===== src/rtl/alu_mdu_seq_pkg.sv =====
// Shared encodings for the sequential RV32/64 execute unit: funct3 codes,
// op-field bit positions, FSM states and divide corner-case constants.
package alu_mdu_seq_pkg;

  localparam int OP_ALT = 8;
  localparam int OP_M   = 3;

  localparam logic [2:0] F3_ADD    = 3'd0;
  localparam logic [2:0] F3_SLL    = 3'd1;
  localparam logic [2:0] F3_SLT    = 3'd2;
  localparam logic [2:0] F3_SLTU   = 3'd3;
  localparam logic [2:0] F3_XOR    = 3'd4;
  localparam logic [2:0] F3_SR     = 3'd5;
  localparam logic [2:0] F3_OR     = 3'd6;
  localparam logic [2:0] F3_AND    = 3'd7;

  localparam logic [2:0] F3_MUL    = 3'd0;
  localparam logic [2:0] F3_MULH   = 3'd1;
  localparam logic [2:0] F3_MULHSU = 3'd2;
  localparam logic [2:0] F3_MULHU  = 3'd3;
  localparam logic [2:0] F3_DIV    = 3'd4;
  localparam logic [2:0] F3_DIVU   = 3'd5;
  localparam logic [2:0] F3_REM    = 3'd6;
  localparam logic [2:0] F3_REMU   = 3'd7;

  // Left-aligned so either XLEN takes its constant as the top XLEN bits.
  localparam logic [63:0] INT_MIN_64  = 64'h8000_0000_0000_0000;
  localparam logic [63:0] DIV0_QUO_64 = 64'hFFFF_FFFF_FFFF_FFFF;

  typedef enum logic [2:0] {
    ST_IDLE  = 3'd0,
    ST_ALU   = 3'd1,
    ST_SHORT = 3'd2,
    ST_MUL   = 3'd3,
    ST_DIV   = 3'd4,
    ST_DONE  = 3'd5
  } state_e;

endpackage


===== src/rtl/alu_mdu_seq_div_iter.sv =====
// Restoring radix-2 divider: XLEN iteration cycles on magnitudes, then one
// cycle where done_o is high and the sign-corrected q_o/r_o are presented.
module alu_mdu_seq_div_iter #(
  parameter int XLEN = 32
) (
  input  logic            clk,
  input  logic            rst,
  input  logic            kill_i,
  input  logic            start_i,
  input  logic [XLEN-1:0] a_i,
  input  logic [XLEN-1:0] b_i,
  input  logic            signed_i,
  output logic            done_o,
  output logic [XLEN-1:0] q_o,
  output logic [XLEN-1:0] r_o
);
  localparam int CW = $clog2(XLEN + 1);

  logic [XLEN-1:0] rem_q, quo_q, dvs_q;
  logic            neg_quo_q, neg_rem_q, busy_q, fix_q;
  logic [CW-1:0]   cnt_q;
  logic [XLEN-1:0] a_mag, b_mag;
  logic [XLEN:0]   rem_sh, diff;

  always_comb begin
    a_mag  = (signed_i && a_i[XLEN-1]) ? -a_i : a_i;
    b_mag  = (signed_i && b_i[XLEN-1]) ? -b_i : b_i;
    rem_sh = {rem_q, quo_q[XLEN-1]};
    diff   = rem_sh - {1'b0, dvs_q};
  end

  always_ff @(posedge clk) begin
    if (rst) begin
      rem_q     <= '0;
      quo_q     <= '0;
      dvs_q     <= '0;
      neg_quo_q <= 1'b0;
      neg_rem_q <= 1'b0;
      busy_q    <= 1'b0;
      fix_q     <= 1'b0;
      cnt_q     <= '0;
    end else if (kill_i) begin
      busy_q <= 1'b0;
      fix_q  <= 1'b0;
    end else begin
      fix_q <= 1'b0;
      if (start_i) begin
        rem_q     <= '0;
        quo_q     <= a_mag;
        dvs_q     <= b_mag;
        neg_quo_q <= signed_i && (a_i[XLEN-1] ^ b_i[XLEN-1]);
        neg_rem_q <= signed_i && a_i[XLEN-1];
        cnt_q     <= CW'(XLEN);
        busy_q    <= 1'b1;
      end else if (busy_q) begin
        // diff[XLEN] is the borrow: set means the trial subtraction failed.
        if (!diff[XLEN]) begin
          rem_q <= diff[XLEN-1:0];
          quo_q <= {quo_q[XLEN-2:0], 1'b1};
        end else begin
          rem_q <= rem_sh[XLEN-1:0];
          quo_q <= {quo_q[XLEN-2:0], 1'b0};
        end
        cnt_q <= cnt_q - CW'(1);
        if (cnt_q == CW'(1)) begin
          busy_q <= 1'b0;
          fix_q  <= 1'b1;
        end
      end
    end
  end

  assign done_o = fix_q;
  assign q_o    = neg_quo_q ? -quo_q : quo_q;
  assign r_o    = neg_rem_q ? -rem_q : rem_q;

endmodule


===== src/rtl/alu_mdu_seq.sv =====
// Sequential RV32/64 execute unit: base ALU plus M extension behind
// valid/ready, with a counted multiply path and an iterative divider.
module alu_mdu_seq
  import alu_mdu_seq_pkg::*;
#(
  parameter int XLEN     = 32,
  parameter int MUL_LAT  = 2,
  parameter bit ENABLE_M = 1'b1
) (
  input  logic            clk,
  input  logic            rst,
  input  logic            in_valid,
  output logic            in_ready,
  input  logic [XLEN-1:0] a,
  input  logic [XLEN-1:0] b,
  input  logic [9:0]      op,
  input  logic            flush,
  output logic            out_valid,
  input  logic            out_ready,
  output logic [XLEN-1:0] result,
  output logic            illegal,
  output state_e          dbg_state_o
);
  // Handshake: a transfer happens on a rising edge where valid && ready are
  // both high; out_valid/result/illegal then hold until out_ready is seen.
  localparam int              SHW      = $clog2(XLEN);
  localparam int              MCW      = $clog2(MUL_LAT + 1);
  localparam logic [XLEN-1:0] INT_MIN  = INT_MIN_64[63 -: XLEN];
  localparam logic [XLEN-1:0] DIV0_QUO = DIV0_QUO_64[63 -: XLEN];

  state_e            state_q;
  logic [XLEN-1:0]   a_q, b_q, result_q;
  logic [2:0]        f3_q;
  logic              alt_q, ill_q, illegal_q, out_valid_q;
  logic [MCW-1:0]    mcnt_q;

  logic              in_m, in_signed, in_short, accept, div_start, div_done;
  state_e            in_state;
  logic [XLEN-1:0]   alu_d, mul_d, div_q, div_r;
  logic [SHW-1:0]    shamt;
  logic [2*XLEN-1:0] a_ext, b_ext, prod;
  logic              unused_op;

  assign unused_op = ^{op[9], op[7:4]};

  always_comb begin
    in_m      = op[OP_M] && ENABLE_M;
    in_signed = !op[0];
    in_short  = (b == '0) || (in_signed && (a == INT_MIN) && (b == '1));
    if (!in_m)         in_state = ST_ALU;
    else if (!op[2])   in_state = ST_MUL;
    else if (in_short) in_state = ST_SHORT;
    else               in_state = ST_DIV;
  end

  assign in_ready  = (state_q == ST_IDLE) || ((state_q == ST_DONE) && out_ready);
  assign accept    = in_valid && in_ready && !flush;
  assign div_start = accept && (in_state == ST_DIV);

  always_comb begin
    shamt = b_q[SHW-1:0];
    alu_d = '0;
    if (state_q == ST_SHORT) begin
      if (b_q == '0) alu_d = f3_q[1] ? a_q : DIV0_QUO;
      else           alu_d = f3_q[1] ? '0  : a_q;
    end else if (!ill_q) begin
      case (f3_q)
        F3_ADD:  alu_d = alt_q ? a_q - b_q : a_q + b_q;
        F3_SLL:  alu_d = a_q << shamt;
        F3_SLT:  alu_d = {{(XLEN-1){1'b0}}, $signed(a_q) < $signed(b_q)};
        F3_SLTU: alu_d = {{(XLEN-1){1'b0}}, a_q < b_q};
        F3_XOR:  alu_d = a_q ^ b_q;
        F3_SR: begin
          if (alt_q) alu_d = $signed(a_q) >>> shamt;
          else       alu_d = a_q >> shamt;
        end
        F3_OR:   alu_d = a_q | b_q;
        default: alu_d = a_q & b_q;
      endcase
    end
  end

  // The multiplier is one wide product; the extra MUL_LAT-1 cycles are slack
  // for retiming this path across the counted stages.
  always_comb begin
    a_ext = {{XLEN{a_q[XLEN-1] && ((f3_q == F3_MULH) || (f3_q == F3_MULHSU))}}, a_q};
    b_ext = {{XLEN{b_q[XLEN-1] && (f3_q == F3_MULH)}}, b_q};
    prod  = a_ext * b_ext;
    mul_d = (f3_q == F3_MUL) ? prod[XLEN-1:0] : prod[2*XLEN-1:XLEN];
  end

  alu_mdu_seq_div_iter #(.XLEN(XLEN)) u_div (
    .clk      (clk),
    .rst      (rst),
    .kill_i   (flush),
    .start_i  (div_start),
    .a_i      (a),
    .b_i      (b),
    .signed_i (in_signed),
    .done_o   (div_done),
    .q_o      (div_q),
    .r_o      (div_r)
  );

  always_ff @(posedge clk) begin
    if (rst) begin
      state_q     <= ST_IDLE;
      a_q         <= '0;
      b_q         <= '0;
      f3_q        <= '0;
      alt_q       <= 1'b0;
      ill_q       <= 1'b0;
      mcnt_q      <= '0;
      result_q    <= '0;
      illegal_q   <= 1'b0;
      out_valid_q <= 1'b0;
    end else if (flush) begin
      state_q     <= ST_IDLE;
      out_valid_q <= 1'b0;
    end else begin
      case (state_q)
        ST_IDLE: ;
        ST_ALU, ST_SHORT: begin
          result_q    <= alu_d;
          illegal_q   <= ill_q;
          out_valid_q <= 1'b1;
          state_q     <= ST_DONE;
        end
        ST_MUL: begin
          if (mcnt_q == '0) begin
            result_q    <= mul_d;
            illegal_q   <= 1'b0;
            out_valid_q <= 1'b1;
            state_q     <= ST_DONE;
          end else begin
            mcnt_q <= mcnt_q - MCW'(1);
          end
        end
        ST_DIV: begin
          if (div_done) begin
            result_q    <= f3_q[1] ? div_r : div_q;
            illegal_q   <= 1'b0;
            out_valid_q <= 1'b1;
            state_q     <= ST_DONE;
          end
        end
        ST_DONE: begin
          if (out_ready) begin
            out_valid_q <= 1'b0;
            state_q     <= ST_IDLE;
          end
        end
        default: state_q <= ST_IDLE;
      endcase
      // Accepting from DONE overrides the return to IDLE: no bubble.
      if (accept) begin
        a_q     <= a;
        b_q     <= b;
        f3_q    <= op[2:0];
        alt_q   <= op[OP_ALT];
        ill_q   <= op[OP_M] && !ENABLE_M;
        mcnt_q  <= MCW'(MUL_LAT - 1);
        state_q <= in_state;
      end
    end
  end

  assign out_valid   = out_valid_q;
  assign result      = result_q;
  assign illegal     = illegal_q;
  assign dbg_state_o = state_q;

endmodule

===== config.mk =====
export PLATFORM = sky130hd
export DESIGN_NAME = alu_mdu_seq
export DESIGN_NICKNAME = d
export VERILOG_FILES = /design/src/rtl/alu_mdu_seq_pkg.sv /design/src/rtl/alu_mdu_seq_div_iter.sv /design/src/rtl/alu_mdu_seq.sv
export SDC_FILE = /design/constraint.sdc
export NUM_CORES = 2
export LEC_CHECK = 0
export ABC_CLOCK_PERIOD_IN_PS = 10600
export BUFFER_PORTS_ARGS = -buffer_cell sky130_fd_sc_hd__buf_2
export CAP_MARGIN = 20
export CORE_MARGIN = 3
export CORE_UTILIZATION = 60
export CTS_BUF_LIST = sky130_fd_sc_hd__clkbuf_16
export CTS_CLUSTER_DIAMETER = 80
export DETAILED_ROUTE_END_ITERATION = 10
export PLACE_DENSITY_LB_ADDON = 0.05
export SLEW_MARGIN = 20
export SYNTH_ARGS = -nofsm -noshare
export SYNTH_HDL_FRONTEND = slang
export SYNTH_SLANG_ARGS = --single-unit

===== constraint.sdc =====
create_clock -name clk -period 10.6 [get_ports clk]
set_clock_uncertainty 0.05 [all_clocks]
set_input_delay 1.06 -clock clk [delete_from_list [all_inputs] [get_ports clk]]
set_output_delay 1.06 -clock clk [all_outputs]
set_load 0.03 [all_outputs]

# == After elaboration in Yosys (flattened, before gate mapping) ==
# Cells that the tools add are included.
# op_classes
addsub,9
mul,1
magnitude_cmp,2
n_eq_ne,23
shifts,3
muxes,46
bitwise,6
reduce_logical,35
# op_table
cell,count
32-bit 2-to-1 mux,19
32-bit one-hot mux with 7 select lines,1
32-bit negator,4
32-bit one-hot mux with 3 select lines,1
"32-bit equality test, second input constant",2
32-bit logical NOT,2
32-bit less-than comparator,2
33-bit by 33-bit multiplier with 64-bit output,1
33-bit by 32-bit subtractor with 33-bit output,1
32-bit adder,1
32-bit AND,1
32-bit bitwise OR,1
32-bit by 5-bit << shifter with 32-bit output,1
32-bit by 5-bit >> shifter with 32-bit output,1
32-bit by 5-bit >>> shifter with 32-bit output,1
32-bit subtractor,1
32-bit bitwise XOR,1
3-bit 2-to-1 mux,7
"3-bit equality test, second input constant",6
3-bit one-hot mux with 5 select lines,1
"3-bit by 2-bit equality test with 1-bit output, second input constant",4
6-bit 2-to-1 mux,2
4-bit AND reduction,3
1-bit logical AND,11
other kinds (25),50
# word_totals
ff_bits,213
input_bits,79
out_inout_bits,38
wordCells,142

# == Longest topological paths before layout ==
# logic_depth
depth_word,11
ltp_mapped,34
ltp_nobuf,31

# == Hierarchy ==
# From an unflattened synthesis, not the netlist that was laid out.
# unflattened
cells_unflattened,7385
area_unflattened_um2,59986.3
# modules_own_cells
mod,instances,cells_per_inst,area_per_inst_um2
alu_mdu_seq,1,6239,51463.1
alu_mdu_seq_div_iter,1,1146,8523.2

# == Least setup slack after synthesis ==
# No wires, ideal clock.
# synth_timing
kind,reg2reg
startpoint,register b_q[0]
endpoint,register result_q[28] (netlist: result[28])
setup_ns,0.086
arrival_ns,8.967
required_ns,10.464
setup_slack_ns,1.498
path_stages_with_launch,35
n_path_buf,7
synth_period_minus_slack_ns,9.102
cell_sequence,dfxtp_1 buf_2 buf_4 buf_2 buf_2 buf_2 buf_1 nand3_1 inv_1 fa_1 inv_1 fa_1 inv_1 fa_1 inv_1 fa_1 inv_1 fa_1 fa_1 fa_1 inv_1 fa_1 inv_1 ha_1 clkbuf_1 nand2_1 nor2_1 nand2_1 o221a_2 o22ai_1 a31oi_1 a211oi_1 xor2_1 nand2_1 a211oi_1
# synth_via
elab_chain_cells,5
word_cells_on_any_way,15
classes_between,add/sub (2); mul (1); shift (3); mux (8); reduce/logical (1)
# synth_rtl
item,line_no,rtl
from (decl),alu_mdu_seq.sv:32,"logic [XLEN-1:0] a_q, b_q, result_q;"
from (signal assigned),alu_mdu_seq.sv:109,b_q <= '0;
from (signal assigned),alu_mdu_seq.sv:158,b_q <= b;
"parallel branches: the longest is 4 deep, another holds 33-bit by 33-bit multiplier with 64-bit output",--,
32-bit one-hot mux with 3 select lines (*),alu_mdu_seq.sv:121,case (state_q)
to (signal assigned),alu_mdu_seq.sv:124,result_q <= alu_d;
to (signal assigned),alu_mdu_seq.sv:131,result_q <= mul_d;
to (signal assigned),alu_mdu_seq.sv:141,result_q <= f3_q[1] ? div_r : div_q;
to (decl),alu_mdu_seq.sv:32,
# Mark *: on every way between the ends. The select of a mux whose other input is x is not followed.
# A chain may end at the register's enable or synchronous reset.

# == Worst setup path after layout ==
# layout_timing
startpoint,register f3_q[1]
endpoint,register result_q[28] (netlist: result[28])
# layout_via
elab_chain_cells,7
word_cells_on_any_way,21
classes_between,mul (1); eq/ne (6); mux (10); reduce/logical (4)
# layout_rtl
item,line_no,rtl
from (decl),alu_mdu_seq.sv:33,logic [2:0] f3_q;
from (signal assigned),alu_mdu_seq.sv:159,f3_q <= op[2:0];
3-bit by 1-bit equality test with 1-bit output / 3-bit by 2-bit equality test with 1-bit output (equally long branches),"alu_mdu_seq.sv:67, alu_mdu_seq.sv:86, alu_mdu_seq.sv:87",
1-bit logical OR,alu_mdu_seq.sv:86,"a_ext = {{XLEN{a_q[XLEN-1] && ((f3_q == F3_MULH) || (f3_q == F3_MULHSU))}}, a_q};"
1-bit logical AND,alu_mdu_seq.sv:86,
33-bit by 33-bit multiplier with 64-bit output,alu_mdu_seq.sv:88,prod = a_ext * b_ext;
32-bit 2-to-1 mux,alu_mdu_seq.sv:89,mul_d = (f3_q == F3_MUL) ? prod[XLEN-1:0] : prod[2*XLEN-1:XLEN];
32-bit 2-to-1 mux,alu_mdu_seq.sv:130,if (mcnt_q == '0) begin
32-bit one-hot mux with 3 select lines (*),alu_mdu_seq.sv:121,
# Mark *: on every way between the ends. The rest lies on a longest branch, timed or not. The select of a mux whose other input is x is not followed.

==> summary.md <==
| Metric | Value |
|---|---|
| Commonest non-fill, non-tap cells in the layout | `inv_1, nand2_1, fa_1, nor2_1, a21oi_1` |
| Final setup violation count | `0` |
| Dpl cell area | `61540 um^2` |
| Hold Buf Count CTS | `0` |
| CTS HTree Levels | `1` |
| F_max | `99.81 MHz` |
| Setup slack, reg-to-reg | `0.58 ns` |
| Setup crit end kind | `register` |
| # IOs | `117` |
| Post-synthesis simple-gate area fraction | `15.99%` |
| Drt first pass iters | `7` |
| EDFF count, synth | `0` |
| Fin nets | `8822` |
| Synth Net Count | `8939` |
| Top FF cell, synth | `dfxtp_1` |
| Routed Antenna Nets | `0` |
| Root buffer cell | `clkbuf_16` |
| Drc violations | `0` |
| Clk buf depth | `3` |
| Worst hold path endpoint | `b_q[5]` |
| Max transition margin | `14.94%` |
| DRT Wirelength | `250300 um` |
| Clk slew on worst S/H paths | `0.07 ns` |
| Hold path cells | `2` |
| Gr usage total | `48.68%` |
| Clk sinks | `212` |
| Die X | `321.1 um` |
| Wire per inst | `29.16 um` |
| Largest family of logic cells by synthesized area | `adder cells` |
| Iteration-0 DRC Markers | `7805` |
| Mapped Area | `59570 um^2` |
| PD cells | `61.04 nW/um^2` |
| Die area | `103100 um^2` |
| FFs w/ async S/R, synth | `0%` |
| FF+latch count, synth | `212` |
| Cell count after synthesis | `7383` |
| CTS resizes | `0` |
| Worst setup margin | `0.5810 ns` |
| Avg Vias per Cell | `6.513` |
| Maximum vdd drop | `0.0001191 V` |
| RD Place Congestion | `1.113` |
| Tmin final | `10.02 ns` |
| Yosys cell types | `93` |
| Largest net degree at the start of global routing | `96` |
| Vias | `55896` |
| Pre-CTS setup slack | `0.8591 ns` |
| Site Rows | `114` |
| XOR/XNOR Fraction of Synth Area | `3.543%` |
| Vias in the first global route | `55390` |
| Worst r2r dst | `result[28]` |
| First-pass GRT wire length | `367900 um` |
| WP data required | `11.05 ns` |
| Core area | `97560 um^2` |
| Port Buffers | `110` |
| Num CTS Buffers | `27` |
| Final Max Slew Viols | `0` |
| Initial Util | `61.06%` |
| CTS tree | `done` |
| Slew @ Worst Pin | `1.276 ns` |
| Crit Path Max Fanout | `30` |
| Tcrit/Tclk final | `94.52%` |
| Grt ovf | `0` |
| Worst R2R Path Depth | `27` |
| Yosys warns | `0` |
| Commonest non-fill, non-tap cell in the layout | `inv_1` |
| Compound-cell area share of the yosys netlist | `13.38%` |
| Crit Reg-Reg Startpoint | `f3_q[1]` |
| Pleak | `27.44 nW` |
| Design area | `62600 um^2` |
| Share of cells above drive strength 1 | `6.903%` |
| Setup bufs post-CTS | `0` |
| Worst-skew pair later-pin latency | `0.58 ns` |
| Post-DP HPWL | `195000 um` |
| Arrival @ worst endpoint | `10.46 ns` |
| Post-synthesis mux area share | `3.205%` |
| Adder-cell share of the synthesized area | `45.24%` |
| RSZ-0062 raised after global routing | `false` |
| Outcome | `finished clean` |
| Crit path kind | `register to register` |
| Syn Area/Cell | `8.069 um^2` |
| Initial antenna violation count | `20` |
| Worst Setup Start Kind | `register` |
| Hold crit path type | `register to register` |
| Die span in y | `321.1 um` |
| Max Cap Violations | `0` |
| Final setup TNS | `0 ns` |
| Register area share after synthesis | `7.124%` |
| Final hold viol count | `0` |
| HP Start | `b_q[5]` |
| Area delta synth->final | `5.083%` |
-- Yosys cell counts, drive strengths merged (42+ instances only) --
cell type / instances / area share (%)
mux4: 42 / 1.6
ha: 349 / 7.3
a21oi: 364 / 3.1
o21ai: 266 / 2.2
fa: 1128 / 38
mux2i: 76 / 1.3
xor2: 107 / 1.6
nand2: 1174 / 7.4
nor3: 91 / 0.77
buf: 128 / 0.97
inv: 1321 / 8.3
o211ai: 56 / 0.71
o31ai: 53 / 0.67
dfxtp: 212 / 7.1
a211oi: 119 / 1.5
a21o: 42 / 0.53
clkbuf: 333 / 2.1
nor2: 689 / 4.4
xnor2: 134 / 2.0
a31oi: 45 / 0.47
nand3: 54 / 0.45
-- state kept, by name, indices dropped and copies added (netlist names) --
| register | count |
|---|---|
| u_div.dvs_q | 32 |
| out_valid | 1 |
| result | 32 |
| u_div.neg_rem_q | 1 |
| a_q | 32 |
| f3_q | 3 |
| dbg_state_o | 3 |
| alt_q | 1 |
| u_div.quo_q | 32 |
| mcnt_q | 2 |
| u_div.rem_q | 32 |
| b_q | 32 |
| u_div.cnt_q | 6 |
| u_div.busy_q | 1 |
| u_div.neg_quo_q | 1 |
| u_div.done_o | 1 |
-- worst max-delay path by stage --
stage,start,slack [ns],endpoint,depth (start not counted)
final,f3_q[1],0.58,result[28],27
after global routing,f3_q[1],0.35,result[28],27
after CTS,f3_q[1],0.85,result[28],27
after detailed placement,f3_q[1],0.86,result[28],27
after global placement,f3_q[1],1.02,result[28],27
after floorplan,b_q[0],1.50,result[28],34
-- report_power, final --
group	switching [mW]	total, mW	internal (mW)	leakage [nW]
Clock	0.418	1.06	0.641	0.478
Combinational	1.28	1.85	0.574	25.2
Sequential	0.0851	0.908	0.823	1.74
-- metrics by stage --
| step | utilization [%] | hold slack, ns | std cells | power [mW] |
|---|---|---|---|---|
| 6_report | 64.16 | 0.4180 | 8582 | 3.821 |
| 5_1_grt | 64.12 | 0.4572 | 8566 | 3.934 |
| 3_3_place_gp | 63.06 | 0.3964 | 8512 | 2.648 |
| 3_5_place_dp | 63.07 | 0.4059 | 8512 | 2.667 |
| 4_1_cts | 64.10 | 0.4150 | 8562 | 3.718 |
| 2_1_floorplan | - | 0.3996 | 7383 | 1.971 |
-- cell families after synthesis --
logic type | Yosys count
and+or+nand+nor | 2279
buffers and inverters | 1801
adders and majority gates | 1477
AOI/OAI and AO/OA | 1236
xor gates and xnor gates | 241
DFF | 212
muxes | 136
other | 1
-- critical path: stages (launching register included) --
cell	delay, ns
dfxtp_4	0.57
nand2_1	0.16
a21oi_1	0.37
and2_1	0.50
buf_4	0.33
nand2_1	0.18
fa_1	0.69
fa_1	0.75
fa_1	0.50
fa_1	0.75
inv_1	0.40
fa_1	0.56
fa_1	0.51
fa_1	0.50
inv_1	0.05
fa_1	0.51
inv_1	0.05
ha_1	0.44
inv_1	0.16
nor2_1	0.20
nand2_1	0.08
o221a_2	0.32
o22ai_1	0.14
a31oi_1	0.14
a211oi_1	0.38
xor2_1	0.28
nand2_1	0.09
a211oi_1	0.24
-- cell type report --
cell class | instances | area [um^2]
Inverter | 1340 | 5030
Fill cell | 8520 | 34960
Antenna cell | 19 | 47.55
Timing Repair Buffer | 315 | 2121
Multi-Input combinational cell | 5370 | 48510
Clock buffer | 27 | 675.6
Sequential cell | 212 | 4300
Tap cell | 1276 | 1597
Clock inverter | 23 | 320.3
-- routing by layer --
metal | vias to the layer above | global-route usage, % | share of wire [%]
li1 | 23157 | - | -
met1 | 27543 | 61.88 | 35
met2 | 4109 | 69.78 | 41
met3 | 1081 | 15.38 | 14
met4 | 6 | 36.15 | 9.7
met5 | - | 0 | 0.014
Note: power is estimated with default switching activity, not from simulation.
